--- src/rtl/keypad_pkg.sv ---
// Shared defaults and helpers for the keypad input conditioner.
package keypad_pkg;

  localparam int KP_N_COLS          = 4;
  localparam int KP_SYNC_STAGES     = 2;
  localparam int KP_DEBOUNCE_CYCLES = 50000;
  localparam int KP_TICK_DIV        = 25000;

  // Bits needed for a counter that runs 0..n-1, never narrower than one bit.
  function automatic int cnt_width(input int n);
    return (n < 2) ? 1 : $clog2(n);
  endfunction

endpackage

--- src/rtl/debounce_chan.sv ---
// One debounced keypad column: accepts a change after DEBOUNCE_CYCLES consecutive
// disagreeing cycles. Edge pulses exist only when KEYPAD_EDGE_PULSE_EN is defined.
module debounce_chan
  import keypad_pkg::*;
#(
  parameter int DEBOUNCE_CYCLES = KP_DEBOUNCE_CYCLES
) (
  input  logic clk,
  input  logic reset,
  input  logic din,
  output logic stable
`ifdef KEYPAD_EDGE_PULSE_EN
  ,
  output logic press,
  output logic release_pulse
`endif
);

  localparam int            CW      = cnt_width(DEBOUNCE_CYCLES);
  localparam logic [CW-1:0] CNT_MAX = CW'(DEBOUNCE_CYCLES - 1);

  logic [CW-1:0] cnt;
  logic          differ;
  logic          expire;

  assign differ = din ^ stable;
  assign expire = differ && (cnt == CNT_MAX);

  // Any agreeing cycle restarts the count, so short glitches never accumulate.
  always_ff @(posedge clk) begin
    if (!reset) begin
      cnt    <= '0;
      stable <= 1'b0;
    end else if (!differ) begin
      cnt <= '0;
    end else if (cnt == CNT_MAX) begin
      stable <= ~stable;
      cnt    <= '0;
    end else begin
      cnt <= cnt + CW'(1);
    end
  end

`ifdef KEYPAD_EDGE_PULSE_EN
  always_ff @(posedge clk) begin
    if (!reset) begin
      press         <= 1'b0;
      release_pulse <= 1'b0;
    end else begin
      press         <= expire & din;
      release_pulse <= expire & ~din;
    end
  end
`endif

endmodule

--- src/rtl/keypad_input_conditioner.sv ---
// Keypad column conditioner: synchronize, debounce, edge pulses and row-scan tick.
// Macro KEYPAD_EDGE_PULSE_EN enables the press/release_pulse registers.
module keypad_input_conditioner
  import keypad_pkg::*;
#(
  parameter int N_COLS          = KP_N_COLS,
  parameter int SYNC_STAGES     = KP_SYNC_STAGES,
  parameter int DEBOUNCE_CYCLES = KP_DEBOUNCE_CYCLES,
  parameter int TICK_DIV        = KP_TICK_DIV
) (
  input  logic              clk,
  input  logic              reset,
  input  logic [N_COLS-1:0] col,
  output logic [N_COLS-1:0] col_sync,
  output logic [N_COLS-1:0] col_stable,
  output logic [N_COLS-1:0] press,
  // release is a reserved word, hence the longer name
  output logic [N_COLS-1:0] release_pulse,
  output logic              any_pressed,
  output logic              scan_tick
);

  localparam int            TW       = cnt_width(TICK_DIV);
  localparam logic [TW-1:0] TICK_MAX = TW'(TICK_DIV - 1);

  logic [N_COLS-1:0] sync_q [SYNC_STAGES];
  logic [TW-1:0]     presc;

  // Columns are active-low on the pins; invert before the first flop.
  always_ff @(posedge clk) begin
    if (!reset) begin
      for (int s = 0; s < SYNC_STAGES; s++) sync_q[s] <= '0;
    end else begin
      sync_q[0] <= ~col;
      for (int s = 1; s < SYNC_STAGES; s++) sync_q[s] <= sync_q[s-1];
    end
  end

  assign col_sync = sync_q[SYNC_STAGES-1];

  for (genvar g = 0; g < N_COLS; g++) begin : g_chan
    debounce_chan #(
      .DEBOUNCE_CYCLES(DEBOUNCE_CYCLES)
    ) u_chan (
      .clk          (clk),
      .reset        (reset),
      .din          (col_sync[g]),
      .stable       (col_stable[g])
`ifdef KEYPAD_EDGE_PULSE_EN
      ,
      .press        (press[g]),
      .release_pulse(release_pulse[g])
`endif
    );
  end

`ifndef KEYPAD_EDGE_PULSE_EN
  assign press         = '0;
  assign release_pulse = '0;
`endif

  always_ff @(posedge clk) begin
    if (!reset || presc == TICK_MAX) presc <= '0;
    else                             presc <= presc + TW'(1);
  end

  assign scan_tick   = (presc == TICK_MAX);
  assign any_pressed = |col_stable;

endmodule

--- config.mk ---
export PLATFORM = sky130hd
export DESIGN_NAME = keypad_input_conditioner
export DESIGN_NICKNAME = d
export VERILOG_FILES = /design/src/rtl/keypad_pkg.sv /design/src/rtl/debounce_chan.sv /design/src/rtl/keypad_input_conditioner.sv
export SDC_FILE = /design/constraint.sdc
export NUM_CORES = 1
export LEC_CHECK = 0
export ABC_AREA = 1
export BUFFER_PORTS_ARGS = -buffer_cell sky130_fd_sc_hd__buf_2
export CAP_MARGIN = 25
export CORE_MARGIN = 2
export CORE_UTILIZATION = 55
export DETAILED_ROUTE_END_ITERATION = 10
export MAX_ROUTING_LAYER = met4
export PLACE_DENSITY = 0.69
export SYNTH_ARGS = -nofsm -noshare
export SYNTH_HDL_FRONTEND = slang
export SYNTH_SLANG_ARGS = --single-unit
--- constraint.sdc ---
create_clock -name clk -period 2.65 [get_ports clk]
set_input_delay 0.53 -clock clk [delete_from_list [all_inputs] [get_ports clk]]
set_output_delay 0.53 -clock clk [all_outputs]
set_load 0.1 [all_outputs]
-- Word level (Yosys, flattened, before mapping)
Memories as Yosys holds them, arrays and structs flattened.
Index checks and enable logic that the tools add are counted.
- add/subtract/negate cells: 5
- equality and inequality tests: 5
- muxes and demuxes: 4
- bitwise logic cells: 16
- reduce and logical (&&, ||, !) cells: 11
- operators with widths (cell ; number):
    $add 16x1->16 const B ; 4
    $eq 16x16->1 const B ; 4
    $add 15x1->15 const B ; 1
    $eq 15x15->1 const B ; 1
    $reduce_or 3->1 ; 4
    $not 1->1 ; 9
    $mux 4 ; 2
    $reduce_and 2->1 ; 4
    $not 4->4 ; 1
    $reduce_or 4->1 ; 1
    $xor 1x1->1 ; 4
    $mux 1 ; 2
    $or 1x1->1 ; 2
    $logic_not 1->1 ; 1
    $logic_or 1x1->1 ; 1
- bits in registers: 83
- RAM bits: 8
- bits of input ports: 6
- output and inout bits: 18
- memories: 1
- memory list (memory ; depth ; width ; read ports ; clocked after Yosys merged registers in ; write ports ; RTL line ; RTL):
    sync_q ; 2 ; 4 ; 2 ; 0 ; 2 ; keypad_input_conditioner.sv:26 ; logic [N_COLS-1:0] sync_q [SYNC_STAGES];

-- Depth between registers and ports, before layout
An unclocked memory read counts as a cell.
- word-level depth: 4
- depth in mapped cells: 8
- depth with buffers taken out: 8

-- Modules after synthesis
Synthesis repeated with hierarchy kept, for this count alone.
- cell total of the unflattened synthesis: 669
- area, all modules: 4580.6 um^2
- modules (own cells, without submodules) (module ; times used ; cells an instance ; area each (um^2) ; sequential area each (um^2)):
    debounce_chan ; 4 ; 124 ; 848.3 ; 340.3
    keypad_input_conditioner ; 1 ; 173 ; 1187.4 ; 460.4

-- Worst setup path after synthesis
OpenSTA, ideal clock, no wires.
- path type: reg-to-output
- start point: register presc[0]
- end point: output scan_tick
- data arrival time: 1.474 ns
- setup slack: 0.646 ns
- cell stages (with the launch flop): 6
- buffers on the path: 0
- path through: dfxtp_1 > ha_1 > nand2_1 > nor3_2 > nand2_2 > inv_1
- cells in the longest elaborated chain, start to end: 1
- ends and longest elaborated chain (item ; RTL line ; RTL):
    start: declaration ; keypad_input_conditioner.sv:27 ; logic [TW-1:0] presc;
    start signal: assignment ; keypad_input_conditioner.sv:64 ; else presc <= presc + TW'(1);
    $eq 15x15->1 ; keypad_input_conditioner.sv:67 ; assign scan_tick = (presc == TICK_MAX);
    end: declaration ; keypad_input_conditioner.sv:20 ; output logic scan_tick
No other way between the ends.

-- Worst setup path in the final report
Ends and elaborated chain as after synthesis.

==> metrics.yaml <==
nNetsFinal: 674
pre_cts_ws_ns: 0.709
post_synth_fa_ha_maj_area_fraction_pct: 1.90
final_layout_size_suffix_gt1_share_pct: 12.2
critPathLaunchType: "flip-flop"
post-route-cell-area_um2: 4850
antenna_cells: 0
clock-root-buffer: "clkbuf_8"
multi_input_area_um2: 2380
vias_per_cell: 4.91
h-tree-depth: 3
status: "completed"
netlist_area_um2: 4620
path_clk_slew_ns: 0.09
arrival_ns: 1.79
place_congestion: 0.862
wl_per_cell_um: 11.0
port_buffers: 15
seq_area_um2: 1820
pwr_density_cell_nw_per_um2: 504
drt-pass1-iter-count: 4
io_pins: 24
fillers: 770
dpl_cell_area_um2: 4650
synthTopCellsByArea: "dfxtp_1, nand2_1, nor2_1"
slew_viol_final: 0
slew_headroom_pct: 65.9
leakage_nw: 1.59
peakVddDrop_uv: 376
tritoncts: "yes"
drc: 0
ys_seq_area_share_pct: 39.5
clock_latency_ns: 0.35
rows: 33
rr_endpoint: "g_chan[2].u_chan.cnt[11]"
cts_setup_buffers: 0
grtUsageTotal_pct: 20.8
fin_crit_ns: 2.32
synth_compound_area_share_pct: 6.29
antenna_found_initial: 0
drt_wl_total_um: 8470
drtIter0Drc: 126
cts_sinks: 91
ctsLongestPathBuffers: 2
cts-hold-fix-buffers: 0
crit_type: "reg -> out"
setup_viol: 0
synth_mux_area_share_pct: 0
finalCritPeriodShare_pct: 87.5
hold_violations: 0
overflow: 0
synth_area_leader_cell: "dfxtp_1"
cap_viol_max_count: 0
setup_ws_ns: 0.332
core-area_um2: 8180
clock_skew_ns: 0.00898
die_h_um: 95.6
crit_required_ns: 2.12
finalPower_mw: 2.45
numCtsBuffers: 9
fin_setup_tns_ns: 0
hpwl_um: 6360
grt_pass1_wl_um: 14800
die-area_um2: 9140
synthToLayoutAreaGrowth_pct: 5.15
fp.dieW_um: 95.6
hold_end: "sync_q[0][2]"
crit_fanout: 5
end_kind: "primary output"
ys_warn_count: 0
synth_cell_types: 27
min_from: "col[2]"
vias: 3789
initial_core_util_pct: 56.5
synth_top_area_share_pct: 39.5
synth-simple-area-share_pct: 37.0
r2r-start: "g_chan[2].u_chan.cnt[0]"
grt_start_max_net_pins: 17
whs_path_depth: 2
worst_r2r_path_depth: 6
min_path_type: "in -> reg"
worst_slew_pin_slew_ns: 0.515
synth_top_family_by_area: "simple AND/OR/NAND/NOR gates"
ys_seq_elements: 91
clock.fmax_mhz: 431
ant_nets: 0
rsz0062_at_grt: "false"
r2r_slack_ns: 1.16
grt_pass1_vias: 3527
synthXorXnorAreaFrac_pct: 5.69
synth_area_per_cell_um2: 7.10
syn_inst: 650
cts-resized-gates: 0
final_util_pct: 59.4
-- synthesized netlist by cell type --
library cell  instances
o21ai_2               1
buf_6                 5
nor3_2                1
nand2_1             141
or2_0                 6
nand2_4               2
nor2_2               15
xnor2_1              15
nand3_2               4
a21oi_2               5
buf_12                1
o21ai_0               8
nand2_2              16
o21bai_1              3
buf_4                16
ha_1                  7
or2_2                 2
inv_1                65
nor2_1              132
nand3b_1              2
nand4_1              19
conb_1                1
nor2_4                4
xor2_1               15
dfxtp_1              91
nand3_1              38
a21oi_1              35
-- worst max path at each step --
stage / to / depth (start not counted) / slack, ns / startpoint
after global placement: scan_tick / 6 / 0.74 / presc[0]
final: scan_tick / 6 / 0.33 / presc[0]
after floorplan: scan_tick / 5 / 0.65 / presc[0]
after detailed placement: scan_tick / 6 / 0.71 / presc[0]
after CTS: scan_tick / 6 / 0.30 / presc[0]
after global routing: scan_tick / 6 / 0.20 / presc[0]
-- layout by cell type (no fill, tap or decap), types with 2 or more instances in the layout --
cell / count
nand3_2: 4
nand2_1: 141
or2_0: 6
xnor2_1: 15
conb_1: 8
a21oi_2: 5
inv_1: 65
o21bai_1: 3
clkinvlp_4: 4
nand3_1: 38
clkbuf_8: 9
buf_2: 15
nand2_4: 2
xor2_1: 15
dfxtp_1: 91
nand4_1: 19
ha_1: 7
nand2_2: 16
o21ai_0: 8
nor2_4: 4
nor2_1: 132
or2_2: 2
nor2_2: 15
nand3b_1: 2
a21oi_1: 35
-- through the flow --
step           std cells  hold slack [ns]
6_report             771            0.316
5_1_grt              771            0.316
4_1_cts              771            0.307
3_5_place_dp         755            0.403
3_3_place_gp         755            0.399
2_1_floorplan        657            0.390
-- where the power goes --
| group | switching, mW | internal, mW |
|---|---|---|
| clock | 0.504 | 0.440 |
| sequential | 0.0101 | 1.38 |
| combinational | 0.0984 | 0.0159 |
-- metal layers --
layer | routed length [µm] | share of wire (%) | GRT usage (%)
met1 | 4130 | 49 | 25.1
met2 | 3910 | 46 | 33.7
met3 | 272 | 3.2 | 4.19
met4 | 155 | 1.8 | 8.93
met5 | 0 | 0 | -
-- registers in the layout (all words and copies together) (netlist names) --
| signal | count |
|---|---|
| g_chan.u_chan.stable | 4 |
| presc | 15 |
| g_chan.u_chan.cnt | 64 |
| sync_q | 8 |
-- worst max-delay path, cell delays in order, from the launching register on --
cell and delay, ns:
dfxtp_1 0.41, ha_1 0.21, nand2_1 0.08, nor3_2 0.18, nand2_2 0.10, inv_1 0.05, buf_2 0.41
-- area by class of cell --
cell class | instances | area share, %
clock buffer | 9 | 2.55
timing repair buffer | 15 | 1.55
sequential | 91 | 37.5
clock inverter | 7 | 1.60
multi-input combinational | 479 | 49.0
inverter | 65 | 5.03
tap | 105 | 2.71
-- cell families (layout without fill, tap and decap cells) --
family / Yosys count / in the layout
simple gates: 382 / 382
flops: 91 / 91
buf+inv: 87 / 96
compound gates: 52 / 52
xor+xnor: 30 / 30
fa+ha+maj: 7 / 7
other cells: 1 / 8
No activity file was read; power rests on OpenSTA's default activity.
